[src/rtl/pipeline_foreground_fetch_pkg.sv]
// pipeline_foreground_fetch_pkg: shared pipeline definitions.
// Holds the delay-line tag encoding, the default RGB565 chroma key,
// the default pixel word width and the miss-counter saturating helper.
package pipeline_foreground_fetch_pkg;

    localparam int unsigned DEFAULT_COLOR_WIDTH = 16;
    localparam int unsigned TAG_WIDTH           = 2;
    localparam logic [15:0] DEFAULT_CHROMA_KEY  = 16'hF81F;
    localparam logic [15:0] MISS_COUNT_MAX      = 16'hFFFF;

    // Per-slot fate of a read travelling down the latency line.
    typedef enum logic [TAG_WIDTH-1:0] {
        TAG_EMPTY = 2'd0,
        TAG_HIT   = 2'd1,
        TAG_MISS  = 2'd2
    } fetch_tag_t;

    // 16-bit increment that sticks at all-ones.
    function automatic logic [15:0] sat_inc16(input logic [15:0] value);
        return (value == MISS_COUNT_MAX) ? value : value + 16'd1;
    endfunction

endpackage

[src/rtl/pipeline_latency_delay.sv]
// pipeline_latency_delay: WIDTH-bit, DEPTH-stage shift register with
// synchronous active-high reset to all zeros. Advances every cycle.
// Used for the fetch tag line and for aligning data in the blend stage.
module pipeline_latency_delay #(
    parameter int unsigned WIDTH = 2,
    parameter int unsigned DEPTH = 3
) (
    input  logic             clk,
    input  logic             rst,
    input  logic [WIDTH-1:0] data_i,
    output logic [WIDTH-1:0] data_o
);

    logic [WIDTH-1:0] stage_q [DEPTH];

    if (DEPTH < 1) begin : g_bad_depth
        $error("pipeline_latency_delay: DEPTH must be at least 1");
    end

    // Shift one stage per clock; reset flushes every stage to zero.
    always_ff @(posedge clk) begin
        if (rst) begin
            for (int unsigned i = 0; i < DEPTH; i++) begin
                stage_q[i] <= '0;
            end
        end else begin
            stage_q[0] <= data_i;
            for (int unsigned i = 1; i < DEPTH; i++) begin
                stage_q[i] <= stage_q[i-1];
            end
        end
    end

    assign data_o = stage_q[DEPTH-1];

endmodule

[src/rtl/pipeline_foreground_fetch.sv]
// pipeline_foreground_fetch: issues one fixed-latency frame-buffer read per
// active foreground coordinate and returns the colour, aligned, to blend.
// Optional feature: define FG_CHROMA_KEY_EN to drop pixels equal to
// CHROMA_KEY (returned as not-valid, not counted as misses).
module pipeline_foreground_fetch
    import pipeline_foreground_fetch_pkg::*;
#(
    parameter int unsigned RESOLUTION_X = 800,
    parameter int unsigned RESOLUTION_Y = 600,
    parameter int unsigned PRECISION    = 11,
    parameter int unsigned ADDR_WIDTH   = 19,
    parameter int unsigned COLOR_WIDTH  = DEFAULT_COLOR_WIDTH,
    parameter int unsigned MEM_LATENCY  = 3
`ifdef FG_CHROMA_KEY_EN
    ,
    parameter logic [COLOR_WIDTH-1:0] CHROMA_KEY = COLOR_WIDTH'(DEFAULT_CHROMA_KEY)
`endif
) (
    input  logic                   clk,
    input  logic                   rst,
    input  logic                   output_enable,
    input  logic signed [PRECISION:0] fg_pixel_x,
    input  logic signed [PRECISION:0] fg_pixel_y,
    input  logic                   fg_active,
    output logic [ADDR_WIDTH-1:0]  mem_addr,
    output logic                   mem_read_en,
    input  logic                   mem_grant,
    input  logic [COLOR_WIDTH-1:0] mem_data,
    input  logic                   clear_stats,
    output logic [COLOR_WIDTH-1:0] fg_color,
    output logic                   fg_valid,
    output logic [15:0]            miss_count
);

    localparam longint unsigned FRAME_PIXELS = longint'(RESOLUTION_X) * longint'(RESOLUTION_Y);
    localparam int unsigned     PROD_W       = ADDR_WIDTH + PRECISION;

    if (FRAME_PIXELS > (64'd1 << ADDR_WIDTH)) begin : g_addr_too_narrow
        $error("pipeline_foreground_fetch: ADDR_WIDTH cannot cover the frame");
    end

    if (MEM_LATENCY < 1) begin : g_bad_latency
        $error("pipeline_foreground_fetch: MEM_LATENCY must be at least 1");
    end

    // ------------------------------------------------------------------
    // Stage A: address generation and read request
    // ------------------------------------------------------------------
    logic                  rd_en_q, rd_en_d;
    logic [ADDR_WIDTH-1:0] addr_q, addr_d;
    logic [PROD_W-1:0]     addr_prod;
    logic                  unused_bits;

    // Sign bits are dropped: fg_active guarantees the coordinate is in frame.
    assign addr_prod = PROD_W'(fg_pixel_y[PRECISION-1:0]) * PROD_W'(RESOLUTION_X)
                     + PROD_W'(fg_pixel_x[PRECISION-1:0]);

    assign unused_bits = ^{addr_prod[PROD_W-1:ADDR_WIDTH],
                           fg_pixel_x[PRECISION], fg_pixel_y[PRECISION]};

    // Request when the pipe advances with a visible pixel; address holds otherwise.
    always_comb begin
        rd_en_d = output_enable && fg_active;
        addr_d  = addr_q;
        if (rd_en_d) begin
            addr_d = addr_prod[ADDR_WIDTH-1:0];
        end
    end

    // Request registers.
    always_ff @(posedge clk) begin
        if (rst) begin
            rd_en_q <= 1'b0;
            addr_q  <= '0;
        end else begin
            rd_en_q <= rd_en_d;
            addr_q  <= addr_d;
        end
    end

    assign mem_read_en = rd_en_q;
    assign mem_addr    = addr_q;

    // ------------------------------------------------------------------
    // Grant tagging and latency line
    // ------------------------------------------------------------------
    fetch_tag_t             tag_in;
    logic [TAG_WIDTH-1:0]   tag_out_raw;
    fetch_tag_t             tag_out;

    // Classify the slot in the cycle the request is on the bus.
    always_comb begin
        tag_in = TAG_EMPTY;
        if (rd_en_q) begin
            tag_in = mem_grant ? TAG_HIT : TAG_MISS;
        end
    end

    // Tags enter one edge after the request and leave when mem_data is live.
    pipeline_latency_delay #(
        .WIDTH (TAG_WIDTH),
        .DEPTH (MEM_LATENCY)
    ) u_tag_delay (
        .clk    (clk),
        .rst    (rst),
        .data_i (tag_in),
        .data_o (tag_out_raw)
    );

    assign tag_out = fetch_tag_t'(tag_out_raw);

    // ------------------------------------------------------------------
    // Stage B: response capture
    // ------------------------------------------------------------------
    logic                   valid_q, valid_d;
    logic [COLOR_WIDTH-1:0] color_q, color_d;

    // Only a granted slot delivers colour; empty and denied slots emit zero.
    always_comb begin
        valid_d = (tag_out == TAG_HIT);
`ifdef FG_CHROMA_KEY_EN
        if (mem_data == CHROMA_KEY) begin
            valid_d = 1'b0;
        end
`endif
        color_d = valid_d ? mem_data : '0;
    end

    // Output registers.
    always_ff @(posedge clk) begin
        if (rst) begin
            valid_q <= 1'b0;
            color_q <= '0;
        end else begin
            valid_q <= valid_d;
            color_q <= color_d;
        end
    end

    assign fg_valid = valid_q;
    assign fg_color = color_q;

    // ------------------------------------------------------------------
    // Denied-read statistics
    // ------------------------------------------------------------------
    logic [15:0] miss_q, miss_d;

    // Clear wins over a same-cycle denial; count sticks at all-ones.
    always_comb begin
        miss_d = miss_q;
        if (clear_stats) begin
            miss_d = '0;
        end else if (rd_en_q && !mem_grant) begin
            miss_d = sat_inc16(miss_q);
        end
    end

    // Miss counter register.
    always_ff @(posedge clk) begin
        if (rst) begin
            miss_q <= '0;
        end else begin
            miss_q <= miss_d;
        end
    end

    assign miss_count = miss_q;

endmodule
[config.mk]
export PLATFORM = sky130hd
export DESIGN_NAME = pipeline_foreground_fetch
export DESIGN_NICKNAME = d
export VERILOG_FILES = /design/src/rtl/pipeline_foreground_fetch_pkg.sv /design/src/rtl/pipeline_latency_delay.sv /design/src/rtl/pipeline_foreground_fetch.sv
export SDC_FILE = /design/constraint.sdc
export NUM_CORES = 1
export LEC_CHECK = 0
export BUFFER_PORTS_ARGS = -buffer_cell sky130_fd_sc_hd__clkbuf_2
export CAP_MARGIN = 10
export CORE_ASPECT_RATIO = 2
export CORE_MARGIN = 2
export CORE_UTILIZATION = 56
export DETAILED_ROUTE_END_ITERATION = 6
export GPL_TIMING_DRIVEN = 0
export PLACE_DENSITY = 0.85
export SLEW_MARGIN = 0
export SYNTH_ARGS = -nofsm -noshare
export SYNTH_HDL_FRONTEND = slang
export SYNTH_SLANG_ARGS = --single-unit
[constraint.sdc]
create_clock -name clk -period 7 [get_ports clk]
set_clock_uncertainty 0.2 [all_clocks]
set_input_delay 0.7 -clock clk [delete_from_list [all_inputs] [get_ports clk]]
set_output_delay 0.7 -clock clk [all_outputs]
set_load 0.005 [all_outputs]
Word-level counts from Yosys, hierarchy flattened:

Memories as Yosys holds them, arrays and structs flattened.
Index checks and enable logic that the tools add are counted.

* flip-flop bits (word level): 53
* bits in latches: 0
* bits in writable memories: 6
* bits in read-only memories: 0
* input bits: 46
* output and inout port bits: 53
* logic and storage cells: 30
* memories: 1

* add/subtract/negate cells: 2
* multipliers: 1
* div/mod/pow operators: 0
* order comparisons: 0
* equality and inequality tests: 2
* shift-type cells: 0
* mux-type cells: 8
* bitwise operators: 5
* reduce and logical (&&, ||, !) cells: 6

Memories
* u_tag_delay.stage_q: words 3, width 2, read ports 3, clocked after Yosys merged registers in 0, write ports 3, line pipeline_latency_delay.sv:14 `logic [WIDTH-1:0] stage_q [DEPTH];`

Operator list (number)
* 19-bit by 11-bit adder with 19-bit output: 1
* 16-bit by 1-bit adder with 16-bit output, second input constant: 1
* 16-bit == test, second input constant: 1
* 11-bit by 5-bit multiplier with 14-bit output, second input constant: 1
* 2-bit two-way mux: 5
* 2-bit OR reduction: 2
* 1-bit two-way mux: 3
* 1-bit OR: 3
* 2-bit by 1-bit == test with 1-bit output, second input constant: 1
* 1-bit logical AND: 2
* 1-bit inverter: 2
* 2-bit AND reduction: 1
* 1-bit logical NOT: 1

Logic depth before layout (Yosys ltp):

Gate-level depths: netlist (run 1).
An unclocked memory read counts as a cell.

* depth in word-level cells: 4
* gate-level depth with buffers: 14
* mapped depth without buffers: 13

Cells and area by module:

A second synthesis (run 1) with hierarchy kept.

* cells, all modules: 377
* area total of the unflattened synthesis: 3400.8 µm²

By module, submodules not included
* pipeline_foreground_fetch: instances 1, cells an instance 363, area each 3228.1 µm², sequential area each 1061.0 µm²
* pipeline_latency_delay: instances 1, cells an instance 14, area each 172.7 µm², sequential area each 120.1 µm²

Worst setup path after synthesis (run 1):

OpenSTA, ideal clock, no wires.

* path type: input to register
* from: in fg_pixel_y[1]
* to: reg addr_q[18], in the netlist mem_addr[18]
* setup time: 0.103 ns
* arrival time: 3.626 ns
* required time: 6.697 ns
* path slack: 3.071 ns
* stages: 13
* buffers on the path: 0
* cell sequence: ha_1 > ha_1 > ha_1 > inv_1 > fa_1 > inv_1 > ha_1 > o21a_1 > o221ai_1 > nor4b_4 > and4b_4 > nor2_2 > a2111oi_2

* longest elaborated chain between the ends: 2

Ends and longest elaborated chain
* start, declared: line pipeline_foreground_fetch.sv:23 `input logic signed [PRECISION:0] fg_pixel_y,`
* 11-bit by 5-bit multiplier with 14-bit output: line pipeline_foreground_fetch.sv:55 `assign addr_prod = PROD_W'(fg_pixel_y[PRECISION-1:0]) * PROD_W'(RESOLUTION_X)`
* 19-bit by 11-bit adder with 19-bit output: line pipeline_foreground_fetch.sv:56 `+ PROD_W'(fg_pixel_x[PRECISION-1:0]);`
* end signal, assigned: line pipeline_foreground_fetch.sv:77 `addr_q <= addr_d;`
* end, declared: line pipeline_foreground_fetch.sv:50 `logic [ADDR_WIDTH-1:0] addr_q, addr_d;`

No other way between the ends.
A chain may end at the register's enable or synchronous reset.

Worst setup path in the final report (run 1):

Ends and elaborated chain as after synthesis.

==> results.sh, run 1 <==
export IMPL_tightestPinTransition_ns=0.685
export IMPL_route_vias_total=2980
export IMPL_min_delay_path_class="flip-flop to flip-flop"
export IMPL_async_flop_share_pct=0
export IMPL_clkPwrFrac_pct=34.8
export IMPL_timing_setup_tns_ns=0
export IMPL_top_usage_layer="met2"
export IMPL_grt_pass1_wl_um=12400
export IMPL_worstSetupStartpointType="input pin"
export IMPL_nets=568
export IMPL_dieHeight_um=115
export IMPL_start_util_pct=57.5
export IMPL_cap_violations=0
export IMPL_grt_use_met3_pct=3.73
export IMPL_hold_depth=1
export IMPL_antenna_found_initial=0
export IMPL_place_ws_ns=2.73
export IMPL_maxSlewHeadroom_pct=54.2
export IMPL_cts_tree="done"
export IMPL_cp_end_kind="flip-flop"
export IMPL_timing_hold_ws_ns=0.239
export IMPL_reg2reg_depth=8
export IMPL_criticalPathCategory="input pin to flip-flop"
export IMPL_cts_num_sinks=59
export IMPL_fin_crit_ns=3.94
export IMPL_yosysUniqueCellTypes=57
export IMPL_drv_slew=0
export IMPL_setup_slack_ns=3.06
export IMPL_drt_pass1_iterations=6
export IMPL_use_met2_pct=47.8
export IMPL_place_gp_congestion=0.925
export IMPL_status="completed"
export IMPL_comb_power_share_pct=32.2
export IMPL_final_cell_mix="95 x clkbuf_2, 59 x dfxtp_1, 38 x nor2_1, 38 x ha_1"
export IMPL_holdBufCountCts=0
export IMPL_clkTransAtPathRegs_ns=0.05
export IMPL_peakVddDrop_uv=139
export IMPL_crit_fanout=4
export IMPL_avgViaCountPerCell=5.50
export IMPL_h_tree_depth=3
export IMPL_p_int_mw=0.749
export IMPL_grt_usage_pct=23.7
export IMPL_post_dp_cell_area_um2=3980
export IMPL_synth_area_um2=3420
export IMPL_synth_edf_count=0
export IMPL_cts_resized_gates=0
export IMPL_drtIter0Drc=169
export IMPL_worstSkewPairLatency_ns=0.32
export IMPL_grt_ovfl_total=0
export IMPL_syn_to_final_growth_pct=23.5
export IMPL_cp_required_ns=7.02
export IMPL_synth_top_cell_area_share_pct=34.5
export IMPL_avgSynthCellArea_um2=9.23
export IMPL_drt_total_wl_um=7830
export IMPL_synth_area_leader_cell="dfxtp_1"
export IMPL_antenna_cells=0
export IMPL_drive_above_1_share_pct=27.1
export IMPL_ys_ff_latch=59
export IMPL_finalNonFillerCells=542
export IMPL_grt_max_degree=11
export IMPL_rsz0062_at_grt="no"
export IMPL_postLayoutCellArea_um2=4230
export IMPL_wl_per_cell_um=14.4
export IMPL_fmaxAchievable_mhz=254
export IMPL_drcViolationCount=0
export IMPL_post_cts_buffers=0
export IMPL_post_dp_hpwl_um=6270
export IMPL_synthFlopType="dfxtp_1"
export IMPL_yosysSeqAreaShare_pct=34.5
export IMPL_clock_path_buffers=2
export IMPL_hold_violations=0
export IMPL_yosysWarnings=0
export IMPL_setup_viol=0
export IMPL_grt_util_met1_pct=19.8
export IMPL_power_mw=1.07
export IMPL_p_per_area_nw_per_um2=253
export IMPL_worstPathArrival_ns=3.95
export IMPL_p_sw_share_pct=30.1
export IMPL_utilization_pct=71.0
export IMPL_io_pins=99
export IMPL_placed_cells=529
export IMPL_drtAntennaViolNets=0
export IMPL_p_leak_nw=2.00
export IMPL_io_buffers=95
export IMPL_fp_dieW_um=59.3
export IMPL_die_area_um2=6790
export IMPL_rows=40
export IMPL_netSwitchingPower_mw=0.322
export IMPL_cts_buffers=9
export IMPL_grt_pass1_vias=2996
export IMPL_mostFrequentLayoutCell="clkbuf_2"
export IMPL_cts_root_buf="clkbuf_16"
export IMPL_synth_area_leaders="dfxtp_1 35%, ha_1 14%, nor2_1 4.2%, fa_1 4.1%, xnor2_1 4.1%"
export IMPL_synth_nets=462
export IMPL_core_area_um2=5960
export IMPL_syn_inst=371
export IMPL_seqPwrFrac_pct=33.0
export IMPL_timing_final_crit_share_pct=56.2
[synth_stat cells, drive strengths merged (2+ instances only)]
library cell and n:
nor2b 6, fa 7, nor3b 4, o21ai 9
dfxtp 59, ha 38, a211o 3, a21o 3
nand2 28, or4 2, and2 19, nand4 5
xnor2 16, or3 4, inv 28, o221ai 3
o21a 4, or2 4, nand2b 2, and4 4
nand3 4, a31oi 3, buf 8, nor3 5
nor4 2, mux2i 2, a211oi 12, xor2 13
clkbuf 4, nor2 40, or2b 2, a21oi 17
[power by group through the flow]
stage	Combinational, mW	Sequential (mW)	Clock (mW)
finish	0.344	0.354	0.372
global route	0.383	0.354	0.391
CTS	0.346	0.354	0.374
detailed placement	0.343	0.360	0
global placement	0.332	0.359	0
floorplan	0.265	0.360	0
[worst paths after layout]
path,start,to,slack [ns]
worst max-delay path,fg_pixel_y[1],mem_addr[18],3.06
worst min-delay path,u_tag_delay.stage_q[0][3],u_tag_delay.stage_q[0][5],0.24
worst max register to register,miss_count[0],miss_count[10],4.64
worst min register to register,u_tag_delay.stage_q[0][3],u_tag_delay.stage_q[0][5],0.24
[worst max-delay path: stages]
cell and delay [ns]:
clkbuf_2 0.12, ha_1 0.30, ha_1 0.30, ha_1 0.30, inv_1 0.06, fa_1 0.53
inv_1 0.04, ha_1 0.31, o21a_1 0.14, o221ai_1 0.21, nor4b_4 0.34, and4b_4 0.30
nor2_2 0.05, a2111oi_2 0.25
[state kept, by name (all words and copies together) (netlist names)]
signal	cells
mem_addr	19
fg_color	16
fg_valid	1
u_tag_delay.stage_q	6
mem_read_en	1
miss_count	16
[area by class of cell]
type	count	area, um2
fillers	448	1730
clock buffers	13	250
flip-flops and latches	59	1180
inverters	28	105
plain buffers	12	65.1
well taps	63	78.8
multi-input cells	272	2070
repair buffers	95	475
[kinds of logic (layout without fill, tap and decap cells)]
kind of cell | count (synthesis) | in the layout | synth area share, %
AOI/OAI and AO/OA | 59 | 59 | 12.5
xor gates and xnor gates | 29 | 29 | 7.64
adders and majority gates | 45 | 45 | 18.0
buffers and inverters | 40 | 148 | 4.97
DFF | 59 | 59 | 34.5
muxes | 2 | 2 | 0.585
and+or+nand+nor | 137 | 137 | 21.9
[routing by layer]
| layer | routed length [um] | up-vias |
|---|---|---|
| met5 | 0 | - |
| met4 | 265 | 0 |
| met3 | 362 | 23 |
| met2 | 4510 | 104 |
| met1 | 2690 | 1374 |
| li1 | - | 1479 |
(Power assumes the default switching activity.)
==> run 2, diff against run 1 <==
--- a/config.mk
+++ b/config.mk
@@ -9,10 +9,10 @@
 export CAP_MARGIN = 10
 export CORE_ASPECT_RATIO = 2
 export CORE_MARGIN = 2
-export CORE_UTILIZATION = 56
+export CORE_UTILIZATION = 52
 export DETAILED_ROUTE_END_ITERATION = 6
 export GPL_TIMING_DRIVEN = 0
-export PLACE_DENSITY = 0.85
+export PLACE_DENSITY = 0.8
 export SLEW_MARGIN = 0
 export SYNTH_ARGS = -nofsm -noshare
 export SYNTH_HDL_FRONTEND = slang
==> constraint.sdc (replaced) <==
create_clock -name clk -period 3.92 [get_ports clk]
set_clock_uncertainty 0.2 [all_clocks]
set_input_delay 0.392 -clock clk [delete_from_list [all_inputs] [get_ports clk]]
set_output_delay 0.392 -clock clk [all_outputs]
set_load 0.005 [all_outputs]
==> run 2 against run 1 <==
Compared with the run above: clock power rose by 99%; critical path depth stayed put; via count increased by 0.40%; design area increased by 1.7%; worst setup slack lost 2.8 ns; die area increased by 7.3%; non-clock buffer count stayed put; total power rose by 86%; critical path type unchanged; largest power group unchanged; highest routed layer unchanged.
==> results.sh, run 2 (synthesized netlist as in run 1, its figures left out) <==
export IMPL_h_tree_depth=3
export IMPL_place_gp_congestion=0.902
export IMPL_timing_final_crit_share_pct=92.6
export IMPL_power_mw=1.99
export IMPL_setup_slack_ns=0.288
export IMPL_drt_pass1_iterations=4
export IMPL_crit_fanout=4
export IMPL_antenna_cells=0
export IMPL_cp_required_ns=3.95
export IMPL_timing_hold_ws_ns=0.0655
export IMPL_grt_pass1_wl_um=12700
export IMPL_tightestPinTransition_ns=0.631
export IMPL_grt_usage_pct=23.3
export IMPL_fp_dieW_um=61.4
export IMPL_fin_crit_ns=3.63
export IMPL_setup_viol=0
export IMPL_status="completed"
export IMPL_drt_total_wl_um=7990
export IMPL_peakVddDrop_uv=277
export IMPL_reg2reg_slack_ns=1.52
export IMPL_hold_depth=2
export IMPL_antenna_found_initial=0
export IMPL_die_area_um2=7290
export IMPL_cts_root_buf="clkbuf_16"
export IMPL_reg2reg_depth=8
export IMPL_min_delay_path_class="input pin to flip-flop"
export IMPL_criticalPathCategory="input pin to flip-flop"
export IMPL_cts_tree="done"
export IMPL_worstSetupStartpointType="input pin"
export IMPL_drcViolationCount=0
export IMPL_io_pins=99
export IMPL_avgViaCountPerCell=5.27
export IMPL_grt_max_degree=11
export IMPL_core_area_um2=6360
export IMPL_rsz0062_at_grt="no"
export IMPL_cts_buffers=9
export IMPL_p_per_area_nw_per_um2=462
export IMPL_drtAntennaViolNets=0
export IMPL_cts_resized_gates=0
export IMPL_maxSlewHeadroom_pct=57.9
export IMPL_syn_to_final_growth_pct=25.6
export IMPL_p_leak_nw=2.02
export IMPL_final_fill_count=548
export IMPL_io_buffers=95
export IMPL_start_util_pct=53.8
export IMPL_rows=41
export IMPL_post_dp_hpwl_um=6510
export IMPL_drv_slew=0
export IMPL_worstSkewPairLatency_ns=0.33
export IMPL_cts_num_sinks=59
export IMPL_clkTransAtPathRegs_ns=0.05
export IMPL_nets=568
export IMPL_worstPathArrival_ns=3.66
export IMPL_dieHeight_um=119
export IMPL_hold_violations=0
export IMPL_post_cts_buffers=0
export IMPL_cap_violations=0
export IMPL_mostFrequentLayoutCell="clkbuf_2"
export IMPL_largest_register_ffs=19
export IMPL_grt_pass1_vias=2929
export IMPL_final_cell_mix="95 x clkbuf_2, 59 x dfxtp_1, 38 x nor2_1, 38 x ha_1"
export IMPL_route_vias_total=2992
export IMPL_fmaxAchievable_mhz=275
export IMPL_wl_per_cell_um=14.1
export IMPL_place_ws_ns=-0.0695
export IMPL_clock_path_buffers=2
export IMPL_cp_end_kind="flip-flop"
export IMPL_drtIter0Drc=109
export IMPL_grt_ovfl_total=0
export IMPL_holdBufCountCts=0
export IMPL_drive_above_1_share_pct=27.8
## run 2: cell types whose count changed in the layout (fill, tap and decap cells not counted)
cell and delta:
clkbuf_8 +3, clkinv_2 +1, clkbuf_1 -1
## run 2: stage by stage
step	util [%]	TNS (ns)	cell area [um2]	std cells
final	67.6	0	4300	568
after global routing	67.6	0	4300	568
after CTS	67.6	0	4300	568
after detailed placement	63.0	-0.0695	4010	552
after global placement	63.0	-0.0306	4010	552
after floorplan	-	0	3420	371
## run 2: worst paths after layout
kind | startpoint | to
hold reg to reg | u_tag_delay.stage_q[0][1] | u_tag_delay.stage_q[0][3]
setup / recovery | fg_pixel_y[1] | mem_addr[18]
hold / removal | mem_data[15] | fg_color[15]
setup reg to reg | miss_count[0] | miss_count[14]
## run 2: layout make-up
class                      instances  area [um2]  share of cell area (%)
multi-input combinational        272        2070                    48.2
sequential                        59        1180                    27.5
timing repair buffer              95         475                    11.1
clock buffer                      15         288                    6.69
tap                               86         108                    2.50
inverter                          28         105                    2.44
buffer                            12        65.1                    1.51
clock inverter                     1        5.00                   0.116
## run 2: critical path, stage by stage
cell	delay [ns]
clkbuf_2	0.12
ha_1	0.30
ha_1	0.30
ha_1	0.31
inv_1	0.06
fa_1	0.53
inv_1	0.04
ha_1	0.31
o21a_1	0.14
o221ai_1	0.21
nor4b_4	0.34
and4b_4	0.30
nor2_2	0.05
a2111oi_2	0.25
## run 2: where the power goes
| part | internal, mW | switching [mW] |
|---|---|---|
| sequential | 0.621 | 0.0107 |
| clock | 0.494 | 0.248 |
| combinational | 0.283 | 0.330 |
## run 2: layer usage
layer  part of all wire (%)  vias up  routed length, um  GRT usage (%)
li1                       -     1481                  -              -
met1                     33     1387               2670           20.1
met2                     58       99               4630           44.4
met3                    5.1       25                409           5.47
met4                    3.6        0                288           12.9
met5                      0        -                  0              0
==> run 3, diff against run 2 <==
--- a/config.mk
+++ b/config.mk
@@ -7,11 +7,11 @@
 export LEC_CHECK = 0
 export BUFFER_PORTS_ARGS = -buffer_cell sky130_fd_sc_hd__clkbuf_2
 export CAP_MARGIN = 10
-export CORE_ASPECT_RATIO = 2
 export CORE_MARGIN = 2
 export CORE_UTILIZATION = 52
 export DETAILED_ROUTE_END_ITERATION = 6
 export GPL_TIMING_DRIVEN = 0
+export HOLD_SLACK_MARGIN = 0.08
 export PLACE_DENSITY = 0.8
 export SLEW_MARGIN = 0
 export SYNTH_ARGS = -nofsm -noshare
==> run 3 against run 2 <==
Compared with the run above: first-iteration DRC count fell by 9.2%; design area rose by 1.0%; register-to-register slack improved by 0.07 ns; combinational power rose by 3%; sequential power barely moved; non-clock buffer count rose by 18; clock power fell by 36%; clock-buffer cell count fell by 6; critical endpoint unchanged.
==> results.sh, run 3 (synthesized netlist as in run 1, its figures left out) <==
export IMPL_status="completed"
export IMPL_p_per_area_nw_per_um2=400
export IMPL_fp_dieW_um=85.1
export IMPL_max_stage_delay_ns=0.52
export IMPL_drt_total_wl_um=7840
export IMPL_setup_slack_ns=0.242
export IMPL_clkTransAtPathRegs_ns=0.07
export IMPL_io_buffers=95
export IMPL_setup_viol=0
export IMPL_cts_root_buf="clkbuf_8"
export IMPL_cap_violations=0
export IMPL_start_util_pct=53.9
export IMPL_criticalPathCategory="input pin to flip-flop"
export IMPL_antenna_cells=0
export IMPL_avgViaCountPerCell=5.23
export IMPL_path_cells="clkbuf_2 -> ha_1 -> ha_1 -> ha_1 -> inv_1 -> fa_1 -> inv_1 -> ha_1 -> o21a_1 -> o221ai_1 -> nor4b_4 -> and4b_4 -> nor2_2 -> a2111oi_2"
export IMPL_cts_num_sinks=59
export IMPL_p_leak_nw=2.04
export IMPL_reg2reg_from="miss_count[0]"
export IMPL_drtAntennaViolNets=0
export IMPL_min_delay_path_class="input pin to flip-flop"
export IMPL_power_mw=1.74
export IMPL_fin_crit_ns=3.68
export IMPL_post_dp_cell_area_um2=4000
export IMPL_tightestPinTransition_ns=0.676
export IMPL_io_pins=99
export IMPL_syn_to_final_growth_pct=26.9
export IMPL_timing_final_crit_share_pct=93.8
export IMPL_worstPathArrival_ns=3.69
export IMPL_worstSetupStartpointType="input pin"
export IMPL_peakVddDrop_uv=289
export IMPL_maxSlewHeadroom_pct=54.9
export IMPL_cp_common_cell="ha_1"
export IMPL_crit_fanout=4
export IMPL_nets=586
export IMPL_hold_violations=0
export IMPL_place_gp_congestion=0.857
export IMPL_antenna_found_initial=0
export IMPL_cp_required_ns=3.94
export IMPL_drive_above_1_share_pct=27.2
export IMPL_drv_slew=0
export IMPL_placed_cells=543
export IMPL_largest_register_ffs=19
export IMPL_worstSkewPairLatency_ns=0.33
export IMPL_rows=29
export IMPL_cts_tree="done"
export IMPL_mostFrequentLayoutCell="clkbuf_2"
export IMPL_final_cell_mix="95 x clkbuf_2, 59 x dfxtp_1, 38 x nor2_1, 38 x ha_1"
export IMPL_reg2reg_slack_ns=1.59
export IMPL_grt_usage_pct=22.6
export IMPL_post_dp_hpwl_um=5650
export IMPL_wl_per_cell_um=13.6
export IMPL_postLayoutCellArea_um2=4340
export IMPL_cp_end_kind="flip-flop"
export IMPL_drcViolationCount=0
export IMPL_rsz0062_at_grt="no"
export IMPL_drtIter0Drc=99
export IMPL_final_fill_count=490
export IMPL_grt_max_degree=12
export IMPL_cts_resized_gates=0
export IMPL_fmaxAchievable_mhz=272
export IMPL_min_from="fg_pixel_x[2]"
export IMPL_crit_start="fg_pixel_y[1]"
export IMPL_finalNonFillerCells=577
export IMPL_dieHeight_um=85.1
export IMPL_cp_slowest_cell="fa_1"
export IMPL_timing_hold_ws_ns=0.0927
export IMPL_route_vias_total=3019
export IMPL_h_tree_depth=3
export IMPL_place_ws_ns=-0.0950
export IMPL_grt_pass1_wl_um=13300
export IMPL_grt_pass1_vias=2953
export IMPL_core_area_um2=6350
export IMPL_die_area_um2=7250
export IMPL_drt_pass1_iterations=6
export IMPL_cts_buffers=9
export IMPL_grt_ovfl_total=0
export IMPL_clock_path_buffers=2
## run 3: changes by cell type in the layout (fill, tap and decap cells not counted), sizes merged
cell | before | now
clkbuf | 114 | 108
clkinv | 1 | 4
dlygate4sd3 | 0 | 18
clkinvlp | 0 | 2
inv | 28 | 29
## run 3: critical path: cells and delay by family
family                     cells  cell delay [ns]
AOI/OAI and AO/OA              3             0.60
adders and majority gates      5             1.75
buffers and inverters          3             0.24
and+or+nand+nor                3             0.70
## run 3: timing repair
action	CTS	global route
endpoints found under the hold margin	18	0
hold buffers	18	0
setup endpoints to repair	0	0
setup buffers	0	0
## run 3: path summary, 6_finish.rpt
path | to | cells past startpoint
setup / recovery | mem_addr[18] | 14
hold / removal | mem_addr[2] | 3
setup reg to reg | miss_count[10] | 8
hold reg to reg | u_tag_delay.stage_q[0][4] | 1
## run 3: stage by stage
step | utilization (%) | TNS [ns]
after CTS | 68.4 | 0
final | 68.4 | 0
after global routing | 68.4 | 0
after detailed placement | 62.9 | -0.0950
after floorplan | - | 0
after global placement | 62.9 | 0
## run 3: cell type report
class                   instances  area, um2  area share, %
plain buffers                  12       65.1           1.50
clock buffers                   9        124           2.85
clock inverters                 7       43.8           1.01
inverters                      28        105           2.42
multi-input cells             272       2070           47.7
flip-flops and latches         59       1180           27.2
well taps                      77       96.3           2.22
repair buffers                113        656           15.1
## run 3: per-layer routing
metal,track usage (%),routed length (um),part of all wire (%)
met2,39.4,3900,50
met1,27.9,3430,44
met5,0,0,0
met3,5.06,408,5.2
met4,6.64,108,1.4
## run 3: where the power goes
group | internal [mW] | total, mW | switching [mW]
Sequential | 0.619 | 0.630 | 0.0108
Combinational | 0.295 | 0.632 | 0.337
Clock | 0.226 | 0.473 | 0.247
Total | 1.14 | 1.74 | 0.594
